===== config.mk =====
export PLATFORM = sky130hd
export DESIGN_NAME = umd_seq
export DESIGN_NICKNAME = d
export VERILOG_FILES = /design/src/rtl/umd_pkg.sv /design/src/rtl/umd_div_step.sv /design/src/rtl/umd_seq.sv
export SDC_FILE = /design/constraint.sdc
export NUM_CORES = 2
export LEC_CHECK = 0
export BUFFER_PORTS_ARGS = -buffer_cell sky130_fd_sc_hd__buf_2
export CAP_MARGIN = 20
export CORE_UTILIZATION = 65
export CTS_BUF_LIST = sky130_fd_sc_hd__clkbuf_4 sky130_fd_sc_hd__clkbuf_8 sky130_fd_sc_hd__clkbuf_16
export DETAILED_ROUTE_END_ITERATION = 8
export PLACE_DENSITY = 0.92
export SLEW_MARGIN = 20
export SYNTH_ARGS = -nofsm -noshare
export SYNTH_HDL_FRONTEND = slang
export SYNTH_SLANG_ARGS = --single-unit

===== constraint.sdc =====
create_clock -name clk -period 9.6 [get_ports clk]
set_input_delay 0.48 -clock clk [delete_from_list [all_inputs] [get_ports clk]]
set_output_delay 0.48 -clock clk [all_outputs]
set_load 0.01 [all_outputs]

===== src/rtl/umd_pkg.sv =====
// rtl/umd_pkg.sv - shared types and helpers for the mul/div sequencer
package umd_pkg;

    // Operation codes follow the M-extension funct3 field.
    typedef enum logic [2:0] {
        UMD_MUL    = 3'b000,
        UMD_MULH   = 3'b001,
        UMD_MULHSU = 3'b010,
        UMD_MULHU  = 3'b011,
        UMD_DIV    = 3'b100,
        UMD_DIVU   = 3'b101,
        UMD_REM    = 3'b110,
        UMD_REMU   = 3'b111
    } umd_op_e;

    typedef enum logic [2:0] {
        S_IDLE,
        S_MUL,
        S_DIV,
        S_FIX,
        S_DONE
    } umd_state_e;

    function automatic logic is_div(umd_op_e op);
        return op[2];
    endfunction

    // Iteration counter width: must hold WORD_SIZE itself (early-out preload of a zero dividend).
    function automatic int umd_cnt_width(int word_size);
        return $clog2(word_size) + 1;
    endfunction

endpackage


===== src/rtl/umd_div_step.sv =====
// rtl/umd_div_step.sv - one restoring shift-subtract division iteration
// Ports: rem/quo (current partial remainder and dividend/quotient shift register),
//        divisor, rem_next/quo_next (values after one iteration). Purely combinational.
module umd_div_step #(
    parameter int WORD_SIZE = 32
) (
    input  logic [WORD_SIZE-1:0] rem,
    input  logic [WORD_SIZE-1:0] quo,
    input  logic [WORD_SIZE-1:0] divisor,
    output logic [WORD_SIZE-1:0] rem_next,
    output logic [WORD_SIZE-1:0] quo_next
);

    logic [WORD_SIZE:0] shifted;
    logic [WORD_SIZE:0] diff;

    // rem < divisor always holds, so the shifted value fits in WORD_SIZE+1 bits.
    assign shifted = {rem, quo[WORD_SIZE-1]};
    assign diff    = shifted - {1'b0, divisor};

    always_comb begin
        if (!diff[WORD_SIZE]) begin
            rem_next = diff[WORD_SIZE-1:0];
            quo_next = {quo[WORD_SIZE-2:0], 1'b1};
        end else begin
            rem_next = shifted[WORD_SIZE-1:0];
            quo_next = {quo[WORD_SIZE-2:0], 1'b0};
        end
    end

endmodule


===== src/rtl/umd_seq.sv =====
// rtl/umd_seq.sv - multicycle mul/div sequencer with M-extension corner cases
// Ports: clk, rst_n (sync, active-low); valid_i/ready_o issue handshake with
//        operator_i, operand_a_i, operand_b_i; flush_i aborts; valid_o/ready_i
//        result handshake with result_o; busy_o while not idle.
// Optional macro UMD_SEQ_EARLY_OUT_EN: skip leading-zero iterations of the dividend.
module umd_seq
    import umd_pkg::*;
#(
    parameter int WORD_SIZE = 32
) (
    input  logic                 clk,
    input  logic                 rst_n,
    input  logic                 valid_i,
    output logic                 ready_o,
    input  logic [2:0]           operator_i,
    input  logic [WORD_SIZE-1:0] operand_a_i,
    input  logic [WORD_SIZE-1:0] operand_b_i,
    input  logic                 flush_i,
    output logic                 valid_o,
    input  logic                 ready_i,
    output logic [WORD_SIZE-1:0] result_o,
    output logic                 busy_o
);

    localparam int W     = WORD_SIZE;
    localparam int CNT_W = umd_cnt_width(WORD_SIZE);

    umd_state_e       state_q, state_d;
    umd_op_e          op_in, op_q;
    logic [W-1:0]     a_q, b_q, rem_q, res_q;
    logic [CNT_W-1:0] cnt_q;
    logic             neg_quo_q, neg_rem_q;

    logic             accept;
    logic             signed_div, a_neg, b_neg;
    logic [W-1:0]     abs_a, abs_b;
    logic             div_zero, div_ovf, corner;
    logic [W-1:0]     corner_res;
    logic [CNT_W-1:0] cnt_init;
    logic [W-1:0]     dividend_init;
    logic             dividend_done;

    assign op_in   = umd_op_e'(operator_i);
    assign ready_o = (state_q == S_IDLE) && !flush_i;
    assign accept  = valid_i && ready_o;
    assign valid_o = (state_q == S_DONE);
    assign busy_o  = (state_q != S_IDLE);
    assign result_o = res_q;

    // Divide operand preparation, evaluated on the issue-side inputs.
    assign signed_div = !operator_i[0];
    assign a_neg      = signed_div && operand_a_i[W-1];
    assign b_neg      = signed_div && operand_b_i[W-1];
    assign abs_a      = a_neg ? -operand_a_i : operand_a_i;
    assign abs_b      = b_neg ? -operand_b_i : operand_b_i;
    assign div_zero   = (operand_b_i == '0);
    assign div_ovf    = signed_div && (operand_a_i == {1'b1, {(W-1){1'b0}}}) && (operand_b_i == '1);
    assign corner     = div_zero || div_ovf;

    always_comb begin
        corner_res = '0;
        if (operator_i[1]) corner_res = div_zero ? operand_a_i : '0;
        else               corner_res = div_zero ? '1 : operand_a_i;
    end

`ifdef UMD_SEQ_EARLY_OUT_EN
    function automatic logic [CNT_W-1:0] lzc(input logic [W-1:0] v);
        lzc = CNT_W'(W);
        for (int i = 0; i < W; i++)
            if (v[i]) lzc = CNT_W'(W - 1 - i);
    endfunction

    // Leading zeros of the dividend can never produce quotient bits, so skip them.
    assign cnt_init      = lzc(abs_a);
    assign dividend_init = abs_a << cnt_init;
    assign dividend_done = (abs_a == '0);
`else
    assign cnt_init      = '0;
    assign dividend_init = abs_a;
    assign dividend_done = 1'b0;
`endif

    // Multiplier: extend each operand to 2W per its signedness; the low 2W bits
    // of the product are then correct for every combination.
    logic         a_sgn, b_sgn;
    logic [2*W-1:0] a_ext, b_ext, product;
    logic [W-1:0] mul_res;

    assign a_sgn   = (op_q == UMD_MULH) || (op_q == UMD_MULHSU);
    assign b_sgn   = (op_q == UMD_MULH);
    assign a_ext   = {{W{a_sgn && a_q[W-1]}}, a_q};
    assign b_ext   = {{W{b_sgn && b_q[W-1]}}, b_q};
    assign product = a_ext * b_ext;
    assign mul_res = (op_q == UMD_MUL) ? product[W-1:0] : product[2*W-1:W];

    // Divider datapath: a_q doubles as the dividend/quotient shift register.
    logic [W-1:0] rem_nx, quo_nx, quo_fix, rem_fix;

    umd_div_step #(.WORD_SIZE(W)) u_div_step (
        .rem      (rem_q),
        .quo      (a_q),
        .divisor  (b_q),
        .rem_next (rem_nx),
        .quo_next (quo_nx)
    );

    assign quo_fix = neg_quo_q ? -a_q : a_q;
    assign rem_fix = neg_rem_q ? -rem_q : rem_q;

    always_comb begin
        state_d = state_q;
        case (state_q)
            S_IDLE: begin
                if (accept) begin
                    if (!is_div(op_in))  state_d = S_MUL;
                    else if (corner)     state_d = S_DONE;
                    else if (dividend_done) state_d = S_FIX;
                    else                 state_d = S_DIV;
                end
            end
            S_MUL:  state_d = S_DONE;
            S_DIV:  if (cnt_q == CNT_W'(W - 1)) state_d = S_FIX;
            S_FIX:  state_d = S_DONE;
            S_DONE: if (ready_i) state_d = S_IDLE;
            default: state_d = S_IDLE;
        endcase
        if (flush_i) state_d = S_IDLE;
    end

    always_ff @(posedge clk) begin
        if (!rst_n) begin
            state_q   <= S_IDLE;
            op_q      <= UMD_MUL;
            a_q       <= '0;
            b_q       <= '0;
            rem_q     <= '0;
            res_q     <= '0;
            cnt_q     <= '0;
            neg_quo_q <= 1'b0;
            neg_rem_q <= 1'b0;
        end else begin
            state_q <= state_d;
            case (state_q)
                S_IDLE: begin
                    if (accept) begin
                        op_q      <= op_in;
                        rem_q     <= '0;
                        cnt_q     <= cnt_init;
                        neg_quo_q <= a_neg ^ b_neg;
                        neg_rem_q <= a_neg;
                        if (is_div(op_in)) begin
                            a_q <= dividend_init;
                            b_q <= abs_b;
                            if (corner) res_q <= corner_res;
                        end else begin
                            a_q <= operand_a_i;
                            b_q <= operand_b_i;
                        end
                    end
                end
                S_MUL: if (!flush_i) res_q <= mul_res;
                S_DIV: begin
                    rem_q <= rem_nx;
                    a_q   <= quo_nx;
                    cnt_q <= cnt_q + 1'b1;
                end
                S_FIX: if (!flush_i) res_q <= op_q[1] ? rem_fix : quo_fix;
                default: ;
            endcase
        end
    end

endmodule

* After elaboration in Yosys (flattened, before gate mapping)
Cells that the tools add are included.
** Operators by class
- $add $sub $neg :: 6
- Reductions and logical operators :: 24
- Multiply operators :: 1
- Mux-type cells :: 31
- Equality and inequality tests :: 16
- Bitwise operators :: 2
** Operators by type and width (number)
- $mux W32 :: 19
- $neg A32 Y32 :: 4
- $pmux W32 S2 :: 2
- $pmux W32 S3 :: 1
- $eq A32 B32 Y1 const B :: 2
- $mul A33 B33 Y64 :: 1
- $sub A33 B32 Y33 :: 1
- $logic_not A32 Y1 :: 1
- $mux W3 :: 5
- $ne A2 B2 Y1 const B :: 6
- $pmux W3 S4 :: 1
- $pmux W6 S2 :: 1
- $eq A3 B2 Y1 const B :: 3
- $logic_and A1 B1 Y1 :: 8
- $add A6 B1 Y6 const B :: 1
- $eq A3 B1 Y1 const B :: 2
- $eq A6 B5 Y1 const B :: 1
- $logic_not A3 Y1 :: 2
- $mux W6 :: 1
- $reduce_and A6 Y1 :: 1
- $reduce_bool A3 Y1 :: 2
- $reduce_and A2 Y1 :: 2
- $reduce_or A2 Y1 :: 2
- $eq A3 B3 Y1 const B :: 1
- 8 further kinds :: 10
** Word-level totals
- Output and inout bits :: 35
- Bits of input ports :: 72
- Register bits after elaboration :: 142

* Longest topological paths before layout
- Depth after elaboration :: 8
- Gate-level depth with buffers :: 32
- Depth with buffers taken out :: 29

* By module
Synthesis repeated with hierarchy kept, for this count alone.
** Unflattened totals
- Cell total of the unflattened synthesis :: 5880
- Area, all modules :: 50026.7 µm²
** Modules (own cells, without submodules)
- umd_seq :: sequential area each 2842.7 µm², area each 47435.5 µm², cells each 5544, instances 1
- umd_div_step :: sequential area each 0.0 µm², area each 2591.2 µm², cells each 336, instances 1

* Worst setup path before layout
OpenSTA, ideal clock, no wires.
- Kind :: register to register
- From :: register op_q[1]
- To :: register res_q[29] (netlist: result_o[29])
- Data required time :: 9.504 ns
- Stages on the path, launching flop included :: 32
- Arrival time :: 8.522 ns
- Clock period less this slack :: 8.617 ns
- Slack :: 0.983 ns
- Path through :: dfxtp_1 -> clkbuf_1 -> xnor2_1 -> nor3_1 -> nand2_1 -> inv_1 -> fa_1 -> inv_1 -> fa_1 -> inv_1 -> fa_1 -> inv_1 -> fa_1 -> inv_1 -> fa_1 -> fa_1 -> fa_1 -> inv_1 -> fa_1 -> inv_1 -> ha_1 -> clkbuf_1 -> a21o_1 -> a21o_1 -> a21oi_1 -> o21ai_0 -> nor4b_1 -> o41ai_1 -> a31oi_1 -> o21ai_0 -> and2_1 -> o41ai_2
** Between the ends
- Longest elaborated chain between the ends :: 7
** Ends and longest elaborated chain
- from (decl) :: RTL line umd_seq.sv:29 : umd_op_e op_in, op_q;
- from (signal assigned) :: RTL line umd_seq.sv:146 : op_q <= op_in;
- $eq A3 B1 Y1 or $eq A3 B2 Y1 (tied branches) :: RTL line umd_seq.sv:89, umd_seq.sv:90
- $logic_or A1 B1 Y1 :: RTL line umd_seq.sv:89 : assign a_sgn = (op_q == UMD_MULH) || (op_q == UMD_MULHSU);
- $logic_and A1 B1 Y1 :: RTL line umd_seq.sv:91 : assign a_ext = {{W{a_sgn && a_q[W-1]}}, a_q};
- $mul A33 B33 Y64 :: RTL line umd_seq.sv:93 : assign product = a_ext * b_ext;
- $mux W32 :: RTL line umd_seq.sv:94 : assign mul_res = (op_q == UMD_MUL) ? product[W-1:0] : product[2*W-1:W];
- $mux W32 :: RTL line umd_seq.sv:161 : S_MUL: if (!flush_i) res_q <= mul_res;
- $pmux W32 S3 (*) :: RTL line umd_seq.sv:143 : case (state_q)
- to (signal assigned) :: RTL line umd_seq.sv:154 : if (corner) res_q <= corner_res;
- to (signal assigned) :: RTL line umd_seq.sv:161
- to (signal assigned) :: RTL line umd_seq.sv:167 : S_FIX: if (!flush_i) res_q <= op_q[1] ? rem_fix : quo_fix;
- to (decl) :: RTL line umd_seq.sv:30 : logic [W-1:0] a_q, b_q, rem_q, res_q;
Mark *: on every way between the ends. The rest lies on a longest branch, timed or not. The select of a mux whose other input is x is not followed.
A chain may end at the register's enable or synchronous reset.

* Worst setup path in the final report
- From :: register b_q[11]
- To :: register res_q[28] (netlist: result_o[28])
** Between the ends
- Longest elaborated chain between the ends :: 4
** Ends and longest elaborated chain
- from (decl) :: RTL line umd_seq.sv:30
- from (signal assigned) :: RTL line umd_seq.sv:153 : b_q <= abs_b;
- from (signal assigned) :: RTL line umd_seq.sv:157 : b_q <= operand_b_i;
- $mul A33 B33 Y64 :: RTL line umd_seq.sv:93
- $mux W32 :: RTL line umd_seq.sv:94
- $mux W32 :: RTL line umd_seq.sv:161
- $pmux W32 S3 :: RTL line umd_seq.sv:143
No other way between the ends. The select of a mux whose other input is x is not followed.

==> flow_metrics.tcl <==
set metrics [dict create \
    status "finished, final reports clean" \
    final_util 0.688 \
    swShare 0.502 \
    period_share 0.956 \
    synth-simple-area-share 0.156 \
    io_pins 107 \
    slew_violations 0 \
    antenna_found_initial 20 \
    grt_max_degree 80 \
    worstHoldPathCells 2 \
    area_growth_pct 4.38 \
    rows 100 \
    combPwrFrac 0.567 \
    setup_viol 0 \
    clock_skew_ns 0.00969 \
    final_nets 7128 \
    routabilityCongestion 1.09 \
    crit_fanout 20 \
    slew-limit-headroom 0.182 \
    fin_area_um2 51300 \
    powerDensity_nw_per_um2 64.8 \
    yosys_warnings 0 \
    hold_path.class "input pin to flop" \
    cts-buffers-inserted 17 \
    dpl.hpwl_um 139000 \
    tightest_slew_ns 1.23 \
    firstDrtPassIters 9 \
    syn-num-nets 7231 \
    synth_xor_area_frac 0.0381 \
    synth.distinct_cells 79 \
    finalSetupTns_ns 0 \
    syn-cell-area_um2 49100 \
    syn_area_per_cell_um2 8.50 \
    synth_edf_count 0 \
    cts_buffer_depth 2 \
    wl_um 174000 \
    yosysMostFrequentCell "inv_1" \
    vias_per_cell 6.38 \
    grt_pass1_wl_um 266000 \
    dieArea_um2 76700 \
    synth_top_flop_cell "dfxtp_1" \
    timing.max_cap.violations 0 \
    start_kind "flop" \
    required_ns 9.92 \
    syn-instance-count 5782 \
    rsz0062_at_grt "no" \
    hold_viol 0 \
    ir_drop_mv 0.128 \
    die_h_um 277 \
    synthTopCellsByCount "inv_1, fa_1, nand2_1" \
    cts-htree-levels 4 \
    end_kind "flop" \
    drc 0 \
    yosys.area.top_type_share 0.459 \
    critical_path_class "flop to flop" \
    initial_utilization 0.659 \
    reg2regPathDepth 25 \
    clkSlewWorstSetupHoldPaths_ns 0.07 \
    clock-sinks 142 \
    synth-compound-area-share 0.0914 \
    clk_latency_ns 0.46 \
    ys_ff_latch 142 \
    leakagePower_nw 23.8 \
    synth_top_family_by_area "adder cells" \
    crit_arrival_ns 9.49 \
    cts_tree "done" \
    synthAdderAreaFrac 0.529 \
    port_buffers 106 \
    async_flop_share 0 \
    first_global_vias 45700 \
    drive_above_1_share 0.0575 \
    fin_crit_ns 9.17 \
    max_freq_mhz 109 \
    post_cts_resized 0 \
    placed_area_um2 50600 \
    synth_area_leader_cell "fa_1" \
    synth_area_leaders "fa_1, inv_1, nand2_1" \
    p_switching_mw 1.67 \
    yosysSeqAreaShare 0.0578 \
    p_seq_frac 0.213 \
    ant_nets 0 \
    clkPwrFrac 0.220 \
    post_cts_buffers 0 \
    grt_util_all_layers 0.466 \
    overflow 0 \
    cts_root_buf "clkbuf_16" \
    vias 42500 \
    cellInternalPower_mw 1.66 \
    hold_buffers 0 \
    coreArea_um2 74600 \
    die_w_um 277 \
    dr.first_iter.drc_count 4781 \
    synthMuxAreaShare 0.00509 \
    wl_per_cell_um 26.1 \
]
==> kinds of logic (layout without fill, tap and decap cells) <==
family	count (synthesis)	count (layout)
adders and majority gates	1407	1407
DFF	142	142
other	0	11
buffers and inverters	1599	1508
xor gates and xnor gates	214	214
AOI/OAI and AO/OA	701	701
muxes	25	25
and+or+nand+nor	1694	1694
==> critical path, stage by stage (launching register included) <==
cell	delay, ns
dfxtp_1	1.14
buf_4	0.39
and2_1	0.18
fa_1	0.45
fa_1	0.53
fa_1	0.55
inv_1	0.06
fa_1	0.50
inv_1	0.05
fa_1	0.53
inv_1	0.05
fa_1	0.44
fa_1	0.54
inv_1	0.06
fa_1	0.46
ha_1	0.50
and3_1	0.26
nand2_1	0.08
a211oi_1	0.62
o211ai_1	0.34
a211oi_1	0.32
buf_4	0.17
o21ai_0	0.19
or3_1	0.40
nand4_1	0.10
a21oi_1	0.07
==> per-stage QoR <==
stage / setup WS, ns / total power [mW] / hold slack [ns] / cells
4_1_cts: 0.624 / 3.23 / 0.295 / 6660
3_5_place_dp: 0.656 / 2.50 / 0.471 / 6629
2_1_floorplan: 0.983 / 1.82 / 0.444 / 5782
3_3_place_gp: 0.658 / 2.45 / 0.463 / 6629
5_1_grt: 0.0989 / 3.46 / 0.322 / 6666
6_report: 0.426 / 3.32 / 0.300 / 6671
==> layer usage <==
layer	GRT usage	vias up	routed length [µm]
li1	-	17300	-
met1	0.552	21000	57700
met2	0.705	3201	76600
met3	0.142	1083	22000
met4	0.381	16	17900
met5	0.00563	-	187
==> flip-flops by register name, indices dropped and copies added (netlist names) <==
signal,cells
result_o,32
neg_quo_q,1
rem_q,32
a_q,32
b_q,32
neg_rem_q,1
op_q,3
cnt_q,6
state_q,3
==> placed cells by master, fill, tap and decap left out, drive strengths merged, types with 14 or more instances in the layout <==
cell type,count
buf,243
ha,251
nor3,33
nor2,216
o21ai,174
a211oi,44
o21a,15
a31oi,30
xnor2,136
or3,30
o31ai,31
and2,264
mux2i,25
and3,16
maj3,30
inv,1232
nand3,37
nor4,27
nand4,32
o211ai,20
a21o,53
clkbuf,21
or2,15
a221oi,16
a21oi,184
o21bai,14
nand2,965
xor2,78
o41ai,16
nor2b,15
dfxtp,142
fa,1126
a22oi,38
==> area by class of cell <==
type / count / area, µm²
fill: 5467 / 23300
antenna: 11 / 27.5
multi-input combinational: 4041 / 40400
clock inverter: 10 / 136
clock buffer: 21 / 474
inverter: 1234 / 4630
sequential: 142 / 2850
timing repair buffer: 243 / 1610
tap: 969 / 1210
==> final timing paths <==
kind,end,slack (ns),startpoint
max reg2reg,result_o[28],0.43,b_q[11]
min,state_q[2],0.30,flush_i
max,result_o[28],0.43,b_q[11]
min reg2reg,b_q[7],0.50,b_q[7]
==> power by group through the flow <==
stage / Combinational [mW] / Sequential [mW] / Clock [mW]
2_1_floorplan: 1.18 / 0.634 / 0
3_3_place_gp: 1.74 / 0.710 / 0
3_5_place_dp: 1.79 / 0.713 / 0
4_1_cts: 1.81 / 0.700 / 0.722
5_1_grt: 2.00 / 0.706 / 0.748
6_report: 1.88 / 0.709 / 0.731
Power figures use the tool's default switching activity.
